[config.mk]
export PLATFORM = sky130hd
export DESIGN_NAME = detect_monitor
export DESIGN_NICKNAME = d
export VERILOG_FILES = /design/src/rtl/detect_monitor_pkg.sv /design/src/rtl/dm_regs.sv /design/src/rtl/detect_monitor.sv
export SDC_FILE = /design/constraint.sdc
export NUM_CORES = 1
export LEC_CHECK = 0
export CORE_ASPECT_RATIO = 1.2
export CORE_UTILIZATION = 30
export CTS_BUF_LIST = sky130_fd_sc_hd__clkbuf_16
export CTS_CLUSTER_SIZE = 8
export DETAILED_ROUTE_END_ITERATION = 6
export GPL_ROUTABILITY_DRIVEN = 0
export HOLD_SLACK_MARGIN = 0.12
export PLACE_DENSITY = 0.56
export REMOVE_ABC_BUFFERS = 1
export SYNTH_ARGS = -nofsm -noshare
export SYNTH_HDL_FRONTEND = slang
export SYNTH_HIERARCHICAL = 1
export SYNTH_SLANG_ARGS = --single-unit
[constraint.sdc]
create_clock -name clk -period 2.66 [get_ports clk]
set_input_delay 0.532 -clock clk [delete_from_list [all_inputs] [get_ports clk]]
set_output_delay 0.532 -clock clk [all_outputs]
set_load 0.005 [all_outputs]
[src/rtl/detect_monitor_pkg.sv]
// Shared types and constants for the detect_monitor block: FSM state encoding,
// register indices and CTRL/STATUS bit positions.
package detect_monitor_pkg;

  typedef enum logic [1:0] {
    IDLE     = 2'd0,
    QUAL_ON  = 2'd1,
    ACTIVE   = 2'd2,
    QUAL_OFF = 2'd3
  } dm_state_t;

  localparam logic [2:0] DM_CTRL   = 3'd0;
  localparam logic [2:0] DM_STATUS = 3'd1;
  localparam logic [2:0] DM_COUNT  = 3'd2;
  localparam logic [2:0] DM_TSTAMP = 3'd3;

  localparam int CTRL_ENABLE_BIT    = 0;
  localparam int CTRL_IRQ_EN_BIT    = 1;
  localparam int CTRL_CNT_CLR_BIT   = 2;
  localparam int STATUS_DETECT_BIT  = 0;
  localparam int STATUS_PENDING_BIT = 1;

  // The block owns the first eight word slots of the shared register bus.
  function automatic logic dm_block_hit(input logic [4:0] address);
    return address[4:3] == 2'b00;
  endfunction

endpackage

[src/rtl/dm_regs.sv]
// Register decode, registered readback and the sticky pending/irq logic for
// detect_monitor.
module dm_regs
  import detect_monitor_pkg::*;
(
  input  logic        clk,
  input  logic        reset,
  input  logic        writ,
  input  logic        read,
  input  logic [4:0]  address,
  input  logic [31:0] data,
  input  logic        detect,
  input  logic        set_pending,
  input  logic [31:0] count,
  input  logic [31:0] tstamp,
  output logic [31:0] rdata,
  output logic        enable,
  output logic        irq_en,
  output logic        cnt_clr,
  output logic        irq
);

  // Bus protocol: writ and read are single-cycle strobes qualified by the
  // address decode and sampled at the rising edge; there is no back-pressure,
  // rdata updates on the edge that samples read and holds until the next read.
  logic        hit;
  logic        ctrl_wr;
  logic        status_wr;
  logic        pending;
  logic [31:0] rd_mux;
  logic        unused_data;

  assign hit       = dm_block_hit(address);
  assign ctrl_wr   = writ && hit && (address[2:0] == DM_CTRL);
  assign status_wr = writ && hit && (address[2:0] == DM_STATUS);
  assign cnt_clr   = ctrl_wr && data[CTRL_CNT_CLR_BIT];
  assign irq       = pending && irq_en;

  assign unused_data = ^data[31:3];

  always_ff @(posedge clk) begin
    if (reset) begin
      enable <= 1'b0;
      irq_en <= 1'b0;
    end else if (ctrl_wr) begin
      enable <= data[CTRL_ENABLE_BIT];
      irq_en <= data[CTRL_IRQ_EN_BIT];
    end
  end

  // A new detection wins over a simultaneous write-one-to-clear.
  always_ff @(posedge clk) begin
    if (reset) begin
      pending <= 1'b0;
    end else if (set_pending) begin
      pending <= 1'b1;
    end else if (status_wr && data[STATUS_PENDING_BIT]) begin
      pending <= 1'b0;
    end
  end

  always_comb begin
    rd_mux = '0;
    case (address[2:0])
      DM_CTRL: begin
        rd_mux[CTRL_ENABLE_BIT] = enable;
        rd_mux[CTRL_IRQ_EN_BIT] = irq_en;
      end
      DM_STATUS: begin
        rd_mux[STATUS_DETECT_BIT]  = detect;
        rd_mux[STATUS_PENDING_BIT] = pending;
      end
      DM_COUNT:  rd_mux = count;
      DM_TSTAMP: rd_mux = tstamp;
      default:   rd_mux = '0;
    endcase
  end

  always_ff @(posedge clk) begin
    if (reset) begin
      rdata <= '0;
    end else if (read && hit) begin
      rdata <= rd_mux;
    end
  end

endmodule

[src/rtl/detect_monitor.sv]
// Debounce + minimum-hold stretcher for the decoder's indicate flag, with a
// saturating event counter and sticky interrupt. Define DETECT_MONITOR_TSTAMP_EN
// to build the free-running cycle counter and the TSTAMP register.
module detect_monitor
  import detect_monitor_pkg::*;
#(
  parameter int DEB_CYC  = 500,
  parameter int HOLD_CYC = 50_000,
  parameter int CNT_W    = 16
) (
  input  logic        clk,
  input  logic        reset,
  input  logic        indicate_i,
  input  logic        writ,
  input  logic        read,
  input  logic [4:0]  address,
  input  logic [31:0] data,
  output logic [31:0] rdata,
  output logic        detect_o,
  output logic        irq
);

  localparam int DEB_W  = $clog2(DEB_CYC + 1);
  localparam int HOLD_W = (HOLD_CYC < 1) ? 1 : $clog2(HOLD_CYC + 1);

  localparam logic [DEB_W-1:0]  DEB_MAX  = DEB_W'(DEB_CYC);
  localparam logic [DEB_W-1:0]  DEB_ONE  = DEB_W'(1);
  localparam logic [HOLD_W-1:0] HOLD_MAX = HOLD_W'(HOLD_CYC);
  localparam logic [HOLD_W-1:0] HOLD_ONE = HOLD_W'(1);
  localparam logic [CNT_W-1:0]  CNT_MAX  = '1;
  localparam logic [CNT_W-1:0]  CNT_ONE  = CNT_W'(1);

  dm_state_t         state;
  dm_state_t         next_state;
  logic              ind_r;
  logic [DEB_W-1:0]  deb;
  logic [HOLD_W-1:0] hold;
  logic [CNT_W-1:0]  count;
  logic [31:0]       count_ext;
  logic [31:0]       tstamp;
  logic              enable;
  logic              irq_en;
  logic              cnt_clr;
  logic              active_entry;
  logic              deb_done;
  logic              hold_done;
  logic              in_qual;

  assign deb_done  = (deb == DEB_MAX);
  assign hold_done = (hold == HOLD_MAX);
  assign in_qual   = (state == QUAL_ON) || (state == QUAL_OFF);
  assign count_ext = 32'(count);

  // The FSM and counters only ever see the registered copy of indicate_i.
  always_ff @(posedge clk) begin
    if (reset) begin
      ind_r <= 1'b0;
    end else begin
      ind_r <= indicate_i;
    end
  end

  always_ff @(posedge clk) begin
    if (reset) begin
      state <= IDLE;
    end else begin
      state <= next_state;
    end
  end

  always_comb begin
    next_state = state;
    if (!enable) begin
      next_state = IDLE;
    end else begin
      case (state)
        IDLE: begin
          if (ind_r) next_state = QUAL_ON;
        end
        QUAL_ON: begin
          if (!ind_r)        next_state = IDLE;
          else if (deb_done) next_state = ACTIVE;
        end
        ACTIVE: begin
          if (!ind_r && hold_done) next_state = QUAL_OFF;
        end
        QUAL_OFF: begin
          if (ind_r)         next_state = ACTIVE;
          else if (deb_done) next_state = IDLE;
        end
        default: next_state = IDLE;
      endcase
    end
  end

  // Only a qualified rise is an event; a return from QUAL_OFF is a re-trigger.
  always_comb begin
    detect_o     = (state == ACTIVE) || (state == QUAL_OFF);
    active_entry = (state == QUAL_ON) && (next_state == ACTIVE);
  end

  // deb counts equal samples since entering a qualification state (entry = 1).
  always_ff @(posedge clk) begin
    if (reset || !enable) begin
      deb  <= '0;
      hold <= '0;
    end else begin
      if ((next_state != state) &&
          ((next_state == QUAL_ON) || (next_state == QUAL_OFF))) begin
        deb <= DEB_ONE;
      end else if (in_qual && (next_state == state) && !deb_done) begin
        deb <= deb + DEB_ONE;
      end

      if (active_entry) begin
        hold <= '0;
      end else if ((state == ACTIVE) && !hold_done) begin
        hold <= hold + HOLD_ONE;
      end
    end
  end

  // A clear coinciding with an event leaves exactly that one event counted.
  always_ff @(posedge clk) begin
    if (reset) begin
      count <= '0;
    end else if (active_entry) begin
      if (cnt_clr)               count <= CNT_ONE;
      else if (count != CNT_MAX) count <= count + CNT_ONE;
    end else if (cnt_clr) begin
      count <= '0;
    end
  end

`ifdef DETECT_MONITOR_TSTAMP_EN
  logic [31:0] cyc_cnt;

  always_ff @(posedge clk) begin
    if (reset) begin
      cyc_cnt <= '0;
      tstamp  <= '0;
    end else begin
      cyc_cnt <= cyc_cnt + 32'd1;
      if (active_entry) tstamp <= cyc_cnt;
    end
  end
`else
  assign tstamp = '0;
`endif

  dm_regs u_regs (
    .clk         (clk),
    .reset       (reset),
    .writ        (writ),
    .read        (read),
    .address     (address),
    .data        (data),
    .detect      (detect_o),
    .set_pending (active_entry),
    .count       (count_ext),
    .tstamp      (tstamp),
    .rdata       (rdata),
    .enable      (enable),
    .irq_en      (irq_en),
    .cnt_clr     (cnt_clr),
    .irq         (irq)
  );

endmodule

==> results of run 1 <==
cell type report:
class                   instances  share of cell area (%)
inverters                      12                  0.8817
well taps                     168                   4.115
clock buffers                   9                   4.409
repair buffers                 53                   10.04
flip-flops and latches         79                   30.96
clock inverters                 6                  0.7348
multi-input cells             396                   48.86
stage by stage:
step	total power, mW	util (%)
final	2.437	38.59
after CTS	2.475	38.59
after detailed placement	1.364	36.61
after floorplan	1.294	-
after global routing	2.538	38.59
after global placement	1.363	36.61
layout by cell type, fill, tap and decap left out, drive strengths merged, types with 8 or more instances in the layout:
cell,n
or4,14
mux2i,8
o31ai,12
xor2,8
clkbuf,9
o21ai,12
or3,13
nor2,19
clkdlybuf4s50,46
mux2,34
nand3,42
conb,48
inv,13
a21oi,55
dfxtp,79
nand2,45
nand4,13
layer usage:
layer	routed length [um]	part of all wire [%]
met1	4136	45
met2	4408	48
met3	440	4.8
met4	107	1.2
met5	0	0
worst max-delay path: stages (launching register included):
cell,delay [ps]
dfxtp_1,330
inv_1,90
ha_1,200
nand4b_4,130
or4_1,520
buf_4,240
or2b_1,560
nor2_1,110
cell families after synthesis:
logic type	share of synthesized area, %
DFF	38.84
and+or+nand+nor	28.30
AOI/OAI and AO/OA	12.48
other	0.09211
adders and majority gates	1.537
buffers and inverters	4.364
muxes	11.37
xor gates and xnor gates	3.012
state kept, by name (all words and copies together) (netlist names):
signal          cells
ind_r               1
u_regs/pending      1
hold               16
state               2
u_regs/enable       1
u_regs/irq_en       1
count              16
deb                 9
u_regs/rdata       32
power groups by stage:
| stage | Combinational [mW] | Clock, mW | Sequential [mW] |
|---|---|---|---|
| floorplan | 0.0753 | 0 | 1.22 |
| global placement | 0.144 | 0 | 1.22 |
| detailed placement | 0.145 | 0 | 1.22 |
| CTS | 0.146 | 1.14 | 1.19 |
| global route | 0.163 | 1.18 | 1.19 |
| finish | 0.147 | 1.10 | 1.19 |
worst paths after layout:
path,start,endpoint,slack [ps]
worst max-delay path,deb[0],hold[8],340
worst min-delay path,u_regs/rdata[12],u_regs/rdata[12],450
worst min register to register,u_regs/rdata[12],u_regs/rdata[12],450
worst max register to register,deb[0],hold[8],340
==> metrics.cfg, run 1 <==
[run_status]
status=finished, final reports clean

[sta]
whs_ps=451.0
grt_setup_unrepaired=false
final.setup.worst_slack_ps=337.1
worst_pin_slew_ps=569.6
tns_ps=0
fmax_mhz=430.5
final_max_slew_viol_count=0
min_period_ps=2323
min_period_over_period_pct=87.33
slew_headroom_pct=62.03
finClkSkew_ps=10.01
hold_viol=0
setup_viol=0

[synthesis]
synth_top_cell_by_area=dfxtp_1
synth_flop_cell=dfxtp_1
yosys_warnings=6
synthDistinctLibCells=53
synth_top_area_share_pct=38.84
synth-seq-area-share_pct=38.84
synthTopCellsByCount=79 x dfxtp_1, 55 x a21oi_1, 45 x nand2_1
netlist_instances=470
syn_area_per_cell_um2=8.663
ys_async_sr_fraction_pct=0
synth_edf_count=0
netlist_area_um2=4071
yosysMostFrequentCell=dfxtp_1
ys_top_cells_by_area=dfxtp_1 39%, mux2_2 9.4%, a21oi_1 6.8%
ys_ff_latch=79

[place]
dp_cells=708
numPortBuffers=46
place_ws_ps=327.0
dp_hpwl_um=6122
dpl_cell_area_um2=4846

[job]
max-cap-violations=0

[global_route]
busiest_layer=met2
grt_pass1_wl_um=15670
grt_util_met1_pct=16.53
met2_usage_pct=22.93
grt.total_usage_pct=13.77
grt_max_degree=37
grt_pass1_vias=3423
grt.met3_usage_pct=4.175
antenna_found_initial=0
grt-ovfl-total=0

[drt]
wirelength_um=9092
drc=0
drtIter0Drc=186
wire_per_inst_um=12.58
drt_pass1_iterations=4
viasPerCell=4.860
via_count=3514
postRouteAntennaNets=0

[cts]
insertion_delay_ps=330
root_buffer=clkbuf_16
cts_tree=built
clk_path_buf_depth=2
htreeDepth=3
cts.sinks=79
path_clk_slew_ps=60
cts_buffers=9
post_cts_resized=0
cts_setup_buffers=0
ctsHoldBuffers=0

[die]
row_count=46
die_y_um=129.6
initial_core_util_pct=30.76
die-area_um2=14040
ios=76
fp.coreArea_um2=13240
die_w_um=108.3

[cells_and_area]
n_fill_cell=1399
final_cell_area_um2=5109
fin_nets=598
instances_no_fill=723
regArea_um2=1582
layout-area-overhead-vs-synth_pct=25.48
drive_above_1_share_pct=12.61
antenna_cells=0
multi_input_area_um2=2496

[critical_path]
worstSetupPathType=reg -> reg
crit_required_ps=2850
worst_ep_arrival_time_ps=2510
critPathMaxFanout=28
startpoint_type=flip-flop
endpoint_kind=flip-flop
rr_worst_depth=7

[power_and_ir_drop]
clkPwrFrac_pct=45.1
power.switching_uw=555.5
p_int_mw=1.882
switching_share_pct=22.79
p_leak_nw=1.650
combPwrFrac_pct=6.0
ir_worst_vdd_mv=0.2564
power_density_nw_per_um2=477.0
p_seq_share_pct=48.9

[hold_path]
hold_depth=2
hold_path_class=reg -> reg

Power figures use the tool's default switching activity.
==> run 2, diff against run 1 <==
--- a/config.mk
+++ b/config.mk
@@ -5,6 +5,7 @@
 export SDC_FILE = /design/constraint.sdc
 export NUM_CORES = 1
 export LEC_CHECK = 0
+export ABC_CLOCK_PERIOD_IN_PS = 2660
 export CORE_ASPECT_RATIO = 1.2
 export CORE_UTILIZATION = 30
 export CTS_BUF_LIST = sky130_fd_sc_hd__clkbuf_16
==> results of run 2 <==
Final layout, timing and power as in run 1 (identical DEF).
==> run 3, diff against run 2 <==
--- a/config.mk
+++ b/config.mk
@@ -13,9 +13,8 @@
 export DETAILED_ROUTE_END_ITERATION = 6
 export GPL_ROUTABILITY_DRIVEN = 0
 export HOLD_SLACK_MARGIN = 0.12
-export PLACE_DENSITY = 0.56
+export PLACE_DENSITY = 0.58
 export REMOVE_ABC_BUFFERS = 1
 export SYNTH_ARGS = -nofsm -noshare
 export SYNTH_HDL_FRONTEND = slang
-export SYNTH_HIERARCHICAL = 1
 export SYNTH_SLANG_ARGS = --single-unit
==> metrics.cfg, run 3 <==
[drt]
met2WireLength_um=3202
drt_pass1_iterations=4
top_layer_used=met4
via_count=2426
wl_met3_um=190
viasPerCell=4.813
drc=0
wirelength_um=6304
wire_per_inst_um=12.51
met1Wirelength_um=2811
postRouteAntennaNets=0
drtIter0Drc=68

[critical_path]
endpoint=count[11]
cp-startpoint=deb[0]
reg2reg_slack_ps=530
r2r-start=deb[0]
worst_ep_arrival_time_ps=2390
endpoint_kind=flip-flop
r2r-end=count[11]
max_stage_delay_ps=690
crit_required_ps=2920
rr_worst_depth=7
critPathSlowestCell=nor4_2
startpoint_type=flip-flop
critPathMaxFanout=6
path_cells=inv_1 > ha_1 > nand4b_1 > nor4_2 > o211ai_1 > xor2_1 > nor2_1
worstSetupPathType=reg -> reg

[cts]
insertion_delay_ps=330
htreeDepth=3
ctsHoldBuffers=0
cts_setup_buffers=0
root_buffer=clkbuf_16
post_cts_resized=0
cts.sinks=63
path_clk_slew_ps=60
cts_buffers=9
cts_tree=built
clk_path_buf_depth=2

[die]
die-area_um2=10440
initial_core_util_pct=31.32
die_y_um=111.7
fp.coreArea_um2=9613
row_count=39
die_w_um=93.45
ios=76

[synthesis]
synth_edf_count=0
netlist_area_um2=3010
synth-seq-area-share_pct=41.90
ys_top_cells_by_area=dfxtp_1 42%, nor2_1 8.1%, xor2_1 7.6%
synth_top_area_share_pct=41.90
synthTopCellsByCount=65 x nor2_1, 63 x dfxtp_1, 26 x nand2_1, 26 x xor2_1
synth_flop_cell=dfxtp_1
synth_top_cell_by_area=dfxtp_1
ys_ff_latch=63
yosys_warnings=0
yosysMostFrequentCell=nor2_1
netlist_instances=342
ys_async_sr_fraction_pct=0
syn_area_per_cell_um2=8.802
synthDistinctLibCells=49

[hold_path]
hold_path_class=reg -> reg

[sta]
min_period_over_period_pct=80.09
final_max_slew_viol_count=0
finClkSkew_ps=9.306
min_period_ps=2131
fmax_mhz=469.4
whs_ps=495.7
setup_viol=0
tns_ps=0
grt_setup_unrepaired=false
hold_viol=0
worst_pin_slew_ps=677.8
slew_headroom_pct=54.44

[cells_and_area]
fin_nets=423
final_core_util_pct=38.60
layout-area-overhead-vs-synth_pct=23.28
final_common_cell=nor2_1
antenna_cells=0
drive_above_1_share_pct=7.874
reg.largest.list=count: 16 flops, hold: 16 flops, u_regs.rdata: 16 flops
layout_common_cells=65 x nor2_1, 63 x dfxtp_1, 30 x clkdlybuf4s50_1

[run_status]
status=finished, final reports clean

[global_route]
grt_pass1_vias=2324
antenna_found_initial=0
grt_pass1_wl_um=10670
grt-ovfl-total=0
grt_max_degree=24
grt.total_usage_pct=12.94

[power_and_ir_drop]
power_density_nw_per_um2=609.1
ir_worst_vdd_mv=0.3767
p_leak_nw=1.294

[place]
numPortBuffers=30
dp_hpwl_um=4490

[job]
max-cap-violations=0

[run 3: changes by cell type in the layout (fill, tap and decap cells not counted), moves of 19 or more]
| cell | change |
|---|---|
| nor2_1 | +46 |
| a21oi_1 | -52 |
| nand3_1 | -30 |
| conb_1 | -32 |
| nand2_1 | -19 |
| mux2_2 | -34 |
[run 3: cells by family (layout without fill, tap and decap cells)]
| kind of cell | count (synthesis) | in the layout | share of synthesized area (%) |
|---|---|---|---|
| multiplexers | 9 | 9 | 2.993 |
| adder cells (fa/ha/maj) | 5 | 5 | 2.078 |
| buffers and inverters | 34 | 58 | 6.608 |
| flip-flops | 63 | 63 | 41.90 |
| other | 1 | 16 | 0.1246 |
| AO/OA/AOI/OAI | 41 | 41 | 10.10 |
| XOR/XNOR | 34 | 34 | 9.892 |
| AND/OR/NAND/NOR | 155 | 155 | 26.31 |
[run 3: how the worst min path moves through the flow]
stage | endpoint | cells past startpoint | from | slack (ps)
after floorplan | u_regs.pending | 2 | u_regs.pending | 460
after global placement | hold[1] | 2 | hold[1] | 480
after detailed placement | hold[1] | 2 | hold[1] | 490
after CTS | hold[1] | 2 | hold[1] | 490
after global routing | u_regs.rdata[7] | 2 | u_regs.rdata[7] | 540
final | hold[1] | 2 | hold[1] | 500
[run 3: power breakdown]
group	internal, mW	switching [mW]	leakage (nW)
clock	0.821	0.440	0.153
sequential	0.945	0.00157	0.507
combinational	0.0239	0.0296	0.634
[run 3: critical path, delay by kind of cell (launching register included)]
| kind | cells | cell delay, ps |
|---|---|---|
| fa+ha+maj | 1 | 150 |
| buf+inv | 1 | 90 |
| simple gates | 3 | 1080 |
| xor+xnor | 1 | 180 |
| compound gates | 1 | 210 |
| flops | 1 | 360 |
[run 3: stage by stage]
step | total power [mW] | instances | setup WS (ps) | area, um^2
floorplan | 0.9849 | 329 | 707.4 | 2890
global placement | 1.020 | 488 | 313.8 | 3390
detailed placement | 1.020 | 488 | 294.5 | 3390
CTS | 2.294 | 504 | 507.8 | 3711
global route | 2.337 | 504 | 327.7 | 3711
finish | 2.260 | 504 | 529.5 | 3711
[run 3: cell type report]
class                      instances  area, um^2
sequential                        63        1261
clock inverter                     7       96.34
timing repair buffer              36       345.3
tap                              123       153.9
fill                             979        5902
multi-input combinational        260        1607
clock buffer                       9       225.2
inverter                           6       22.52
[run 3: per-layer routing]
| layer | vias up | global-route usage, % |
|---|---|---|
| met5 | - | 0 |
| met4 | 0 | 5.231 |
| met3 | 9 | 4.235 |
| met2 | 44 | 21.96 |
| met1 | 1149 | 14.85 |
| li1 | 1224 | - |
